**src/rtl/muldiv_seq.sv**
```systemverilog
// Multi-cycle RV32M multiply/divide sequencer: shift-add multiply, restoring divide, sign fix-up.
// Optional MULDIV_FAST_MUL_EN replaces the iterative multiply with a single-cycle 33x33 multiplier.
module muldiv_seq #(
  parameter int unsigned XLEN     = 32,
  parameter int unsigned CNT_BITS = 6
) (
  input  logic            clk,
  input  logic            rst,
  input  logic            start_i,
  input  logic            flush_i,
  input  logic            hold_i,
  input  logic [2:0]      func3_i,
  input  logic [XLEN-1:0] rs1_i,
  input  logic [XLEN-1:0] rs2_i,
  output logic            stall_o,
  output logic            done_o,
  output logic [XLEN-1:0] result_o
);

  typedef enum logic [1:0] {StIdle, StCalc, StFix, StDone} state_e;

  state_e              r_state, w_state_d;
  logic [XLEN-1:0]     r_hi, r_lo, r_mcand, r_result;
  logic [CNT_BITS-1:0] r_cnt;
  logic [2:0]          r_func3;
  logic                r_s1, r_s2;

  logic            w_is_div, w_sgn1, w_sgn2, w_s1, w_s2;
  logic            w_div0, w_ovf, w_special, w_accept, w_fast;
  logic [XLEN-1:0] w_mag1, w_mag2, w_special_res, w_fast_res;

  assign w_is_div = func3_i[2];
  // Operand signedness: MULHSU treats rs2 as unsigned, U-variants treat both as unsigned
  assign w_sgn1   = w_is_div ? ~func3_i[0] : (func3_i[1:0] != 2'b11);
  assign w_sgn2   = w_is_div ? ~func3_i[0] : ~func3_i[1];
  assign w_s1     = w_sgn1 & rs1_i[XLEN-1];
  assign w_s2     = w_sgn2 & rs2_i[XLEN-1];
  assign w_mag1   = w_s1 ? (~rs1_i + 1'b1) : rs1_i;
  assign w_mag2   = w_s2 ? (~rs2_i + 1'b1) : rs2_i;

  assign w_div0 = w_is_div & (rs2_i == '0);
  assign w_ovf  = w_is_div & ~func3_i[0] & (rs1_i == {1'b1, {(XLEN-1){1'b0}}}) & (rs2_i == '1);
  assign w_special = w_div0 | w_ovf;
  always_comb begin
    w_special_res = '0;
    if (w_div0)          w_special_res = func3_i[1] ? rs1_i : '1;
    else if (!func3_i[1]) w_special_res = rs1_i;
  end

`ifdef MULDIV_FAST_MUL_EN
  logic signed [2*XLEN+1:0] w_fprod;
  logic                     w_unused_fprod;
  assign w_fprod = $signed({w_s1, rs1_i}) * $signed({w_s2, rs2_i});
  assign w_unused_fprod = ^w_fprod[2*XLEN+1:2*XLEN];
  assign w_fast     = ~w_is_div;
  assign w_fast_res = (func3_i[1:0] == 2'b00) ? w_fprod[XLEN-1:0] : w_fprod[2*XLEN-1:XLEN];
`else
  assign w_fast     = 1'b0;
  assign w_fast_res = '0;
`endif

  assign w_accept = (r_state == StIdle) & start_i & ~flush_i;

  always_ff @(posedge clk or posedge rst) begin
    if (rst) r_state <= StIdle;
    else     r_state <= w_state_d;
  end

  always_comb begin
    w_state_d = r_state;
    if (flush_i) begin
      w_state_d = StIdle;
    end else begin
      case (r_state)
        StIdle:  if (start_i) w_state_d = (w_special | w_fast) ? StDone : StCalc;
        StCalc:  if (r_cnt == CNT_BITS'(XLEN-1)) w_state_d = StFix;
        StFix:   w_state_d = StDone;
        StDone:  if (!hold_i) w_state_d = StIdle;
        default: w_state_d = StIdle;
      endcase
    end
  end

  assign stall_o  = ~flush_i & (w_accept | (r_state == StCalc) | (r_state == StFix) |
                                ((r_state == StDone) & hold_i));
  assign done_o   = (r_state == StDone);
  assign result_o = r_result;

  // Iteration datapath: r_hi is the product high half / partial remainder
  logic [XLEN:0]     w_sum, w_rem_sh, w_diff;
  logic [2*XLEN-1:0] w_prod, w_prod_fix;
  logic [XLEN-1:0]   w_quo, w_rem, w_fix_res;

  assign w_sum    = {1'b0, r_hi} + (r_lo[0] ? {1'b0, r_mcand} : '0);
  assign w_rem_sh = {r_hi, r_lo[XLEN-1]};
  assign w_diff   = w_rem_sh - {1'b0, r_mcand};

  assign w_prod     = {r_hi, r_lo};
  assign w_prod_fix = (r_s1 ^ r_s2) ? (~w_prod + 1'b1) : w_prod;
  assign w_quo      = (r_s1 ^ r_s2) ? (~r_lo + 1'b1) : r_lo;
  assign w_rem      = r_s1 ? (~r_hi + 1'b1) : r_hi;

  always_comb begin
    w_fix_res = '0;
    case (r_func3)
      3'b000:                 w_fix_res = w_prod_fix[XLEN-1:0];
      3'b001, 3'b010, 3'b011: w_fix_res = w_prod_fix[2*XLEN-1:XLEN];
      3'b100, 3'b101:         w_fix_res = w_quo;
      default:                w_fix_res = w_rem;
    endcase
  end

  always_ff @(posedge clk or posedge rst) begin
    if (rst) begin
      r_hi     <= '0;
      r_lo     <= '0;
      r_mcand  <= '0;
      r_result <= '0;
      r_cnt    <= '0;
      r_func3  <= '0;
      r_s1     <= 1'b0;
      r_s2     <= 1'b0;
    end else if (!flush_i) begin
      if (w_accept) begin
        r_hi    <= '0;
        r_lo    <= w_is_div ? w_mag1 : w_mag2;
        r_mcand <= w_is_div ? w_mag2 : w_mag1;
        r_cnt   <= '0;
        r_func3 <= func3_i;
        r_s1    <= w_s1;
        r_s2    <= w_s2;
        if (w_special)   r_result <= w_special_res;
        else if (w_fast) r_result <= w_fast_res;
      end else if (r_state == StCalc) begin
        r_cnt <= r_cnt + 1'b1;
        if (r_func3[2]) begin
          // w_diff[XLEN] is the borrow: restore on borrow, quotient bit enters at LSB
          r_hi <= w_diff[XLEN] ? w_rem_sh[XLEN-1:0] : w_diff[XLEN-1:0];
          r_lo <= {r_lo[XLEN-2:0], ~w_diff[XLEN]};
        end else begin
          r_hi <= w_sum[XLEN:1];
          r_lo <= {w_sum[0], r_lo[XLEN-1:1]};
        end
      end else if (r_state == StFix) begin
        r_result <= w_fix_res;
      end
    end
  end

endmodule

```
**config.mk**
```make
export PLATFORM = sky130hd
export DESIGN_NAME = muldiv_seq
export DESIGN_NICKNAME = d
export VERILOG_FILES = /design/src/rtl/muldiv_seq.sv
export SDC_FILE = /design/constraint.sdc
export NUM_CORES = 1
export LEC_CHECK = 0
export ABC_CLOCK_PERIOD_IN_PS = 6000
export BUFFER_PORTS_ARGS = -buffer_cell sky130_fd_sc_hd__buf_4
export CAP_MARGIN = 20
export CORE_MARGIN = 8
export CORE_UTILIZATION = 30
export DETAILED_ROUTE_END_ITERATION = 8
export PLACE_DENSITY = 0.53
export SYNTH_ARGS = -nofsm -noshare
export SYNTH_HDL_FRONTEND = slang
export SYNTH_SLANG_ARGS = --single-unit
```
**constraint.sdc**
```tcl
create_clock -name clk -period 6 [get_ports clk]
set_input_delay 0.3 -clock clk [delete_from_list [all_inputs] [get_ports clk]]
set_output_delay 0.3 -clock clk [all_outputs]
set_load 0.03 [all_outputs]
```
==> flow_metrics.tcl <==
set metrics [dict create \
    ant_nets 0 \
    fmax_mhz 233 \
    start_kind "register" \
    p_total_mw 10.1 \
    cp.required_ps 6400 \
    use_met1 0.296 \
    clk-insertion-delay-late_ps 480 \
    synth_seq_cells 141 \
    hold-worst-slack_ps -24.8 \
    arrival_ps 4680 \
    reg2reg_from "r_lo[0]$_DFFE_PP0P_" \
    r2r_end "r_hi[31]$_DFFE_PP0P_" \
    synthArstFlopShare 1.00 \
    power_density_nw_per_um2 583 \
    tightest_slew_ps 1130 \
    io_buffers 105 \
    cts_buffer_depth 2 \
    period_needed_ps 4280 \
    critPathLaunch "r_lo[0]$_DFFE_PP0P_" \
    cts_hold_buf 0 \
    hpwl_mm 51.8 \
    cp_max_fo 23 \
    synthCells 2184 \
    period_share 0.714 \
    postCtsSetupBuffers 0 \
    ys.flop_type "dfrtp_1" \
    core_um2 51300 \
    ir_drop_mv 0.276 \
    nets 2316 \
    grt_pass1_wl_mm 100 \
    rsz0062_at_grt "no" \
    drive_above_1_share 0.0908 \
    root_buffer "clkbuf_16" \
    synth_cell_types 83 \
    diodes 0 \
    antenna_found_initial 1 \
    slew_violations 0 \
    rows 83 \
    area_growth_pct 11.6 \
    ys_seq_area_frac 0.227 \
    hold_viol 22 \
    grt_usage 0.219 \
    synth_nets 2332 \
    cts_tree "done" \
    die_h_um 244 \
    synth_warnings 0 \
    yosysTopAreaCell "dfrtp_1" \
    drtPass1Iterations 6 \
    drv_cap 0 \
    htree_levels 4 \
    detail_route.drc_violations 0 \
    via_count 17000 \
    critical_path_class "reg -> reg" \
    yosysMostFrequentCell "nor2_1" \
    post-place-ws_ps 1470 \
    synth_area_um2 15600 \
    gp_congestion 0.999 \
    cts_sinks 141 \
    start_util 0.303 \
    synth_edf_count 0 \
    setup_viol 0 \
    wire_per_inst_um 23.5 \
    grt_use_met3 0.0418 \
    wl_mm 67.3 \
    finClkSkew_ps 13.2 \
    cts_made_buffers 17 \
    violations "hold timing" \
    avgViaCountPerCell 5.93 \
    slew_headroom 0.243 \
    reg2reg_setup_slack_ps 1720 \
    utilization 0.338 \
    synth_common_cells "259 x nor2_1, 244 x nand2_1, 214 x o21ai_0" \
    syn_avg_cell_area_um2 7.12 \
    grt_pass1_vias 15600 \
    dieWidth_um 244 \
    busiest_layer "met2" \
    drtIter0Drc 2116 \
    setup_tns_ps 0 \
    io_pins 106 \
    grt.overflow.total 0 \
    cts_resized 0 \
    endpoint_kind "register" \
    path_clk_slew_ps 70 \
    hold_path.class "in -> async" \
    p_leak_nw 7.25 \
    ff2ff_path_depth 12 \
    synth_area_leaders "dfrtp_1 23%, o21ai_0 6.9%, a21oi_1 6.8%" \
    run_status "complete, but fails checks" \
    met2_usage 0.341 \
    grt_max_degree 102 \
    finalWorstSetupSlack_ps 1720 \
    synth_top_area_share 0.227 \
    die-area_um2 59400 \
]
-- where the power goes --
group | switching (mW) | internal, mW | leakage [nW]
registers | 0.738 | 1.35 | 1.79
logic | 4.45 | 2.51 | 5.19
clock network | 0.499 | 0.577 | 0.270
total | 5.68 | 4.44 | 7.25
-- registers in the layout, summed over array words and instances, names as in the netlist, 2 cells and up --
name      cells
result_o     32
r_mcand      32
r_lo         32
r_func3       3
r_state       2
r_hi         32
r_cnt         6
-- per-layer routing --
layer | vias to the layer above | routed length, µm
li1 | 7869 | -
met1 | 8219 | 29500
met2 | 752 | 29900
met3 | 122 | 5050
met4 | 0 | 2800
met5 | - | 0
-- placed cells by master (no fill, tap or decap), types with 7 or more instances in the layout --
cell and n:
a211o_1 10, a211oi_1 22, a21o_1 30, a21oi_1 212
a221oi_1 8, a22oi_1 16, a311oi_1 8, a31oi_1 26
and2_1 13, and3_1 16, buf_4 131, clkbuf_16 17
dfrtp_1 140, ha_1 74, inv_1 70, mux2i_1 54
nand2_1 244, nand2b_1 13, nand3_1 41, nand4_1 29
nor2_1 257, nor2b_1 9, nor3_1 70, nor4_1 17
o211ai_1 23, o21a_1 12, o21ai_0 213, o21bai_1 7
o221ai_1 34, o22ai_1 13, o31ai_1 31, o41ai_1 8
or2_2 8, or3_1 20, or4_1 10, xnor2_1 80
xor2_1 80
-- kinds of logic (layout without fill, tap and decap cells) --
family,count (synthesis),after routing,share of synthesized area
AND/OR/NAND/NOR,784,784,0.235
adder cells (fa/ha/maj),76,76,0.0621
AO/OA/AOI/OAI,727,727,0.290
XOR/XNOR,162,162,0.0912
buffers and inverters,238,235,0.0582
flip-flops,141,141,0.227
multiplexers,56,56,0.0362
-- per-stage QoR --
step / std cells / cell area [µm²]
3_3_place_gp: 2829 / 16800
6_report: 2861 / 17400
5_1_grt: 2861 / 17400
2_1_floorplan: 2184 / 15600
4_1_cts: 2861 / 17400
3_5_place_dp: 2829 / 16800
-- final cells by class --
class | count | area, µm²
fill | 5598 | 33900
multi-input combinational | 1805 | 11200
sequential | 141 | 3530
timing repair buffer | 131 | 983
tap | 680 | 851
clock buffer | 18 | 429
inverter | 72 | 275
clock inverter | 14 | 135
-- worst max-delay path by stage --
| stage | to | depth (start not counted) | slack (ps) |
|---|---|---|---|
| final | r_hi[31]$_DFFE_PP0P_ | 12 | 1720 |
| after global routing | r_hi[24]$_DFFE_PP0P_ | 12 | 1550 |
| after CTS | r_hi[29]$_DFFE_PP0P_ | 12 | 1820 |
| after detailed placement | result_o[16]$_DFFE_PP0P_ | 11 | 1470 |
| after global placement | result_o[16]$_DFFE_PP0P_ | 11 | 1520 |
| after floorplan | r_cnt[0]$_DFFE_PP0P_ | 1 | 1920 |
-- critical path, cell delays in order, from the launching register on --
cell and delay, ps:
dfrtp_1 440, inv_1 640, buf_4 350, nor2_1 80, ha_1 390, nand2_1 100, o211ai_1 300, and4b_1 280
o41ai_1 840, a31oi_1 270, nand3b_1 150, o311ai_0 140, o21ai_0 200
(Power assumes the default switching activity.)
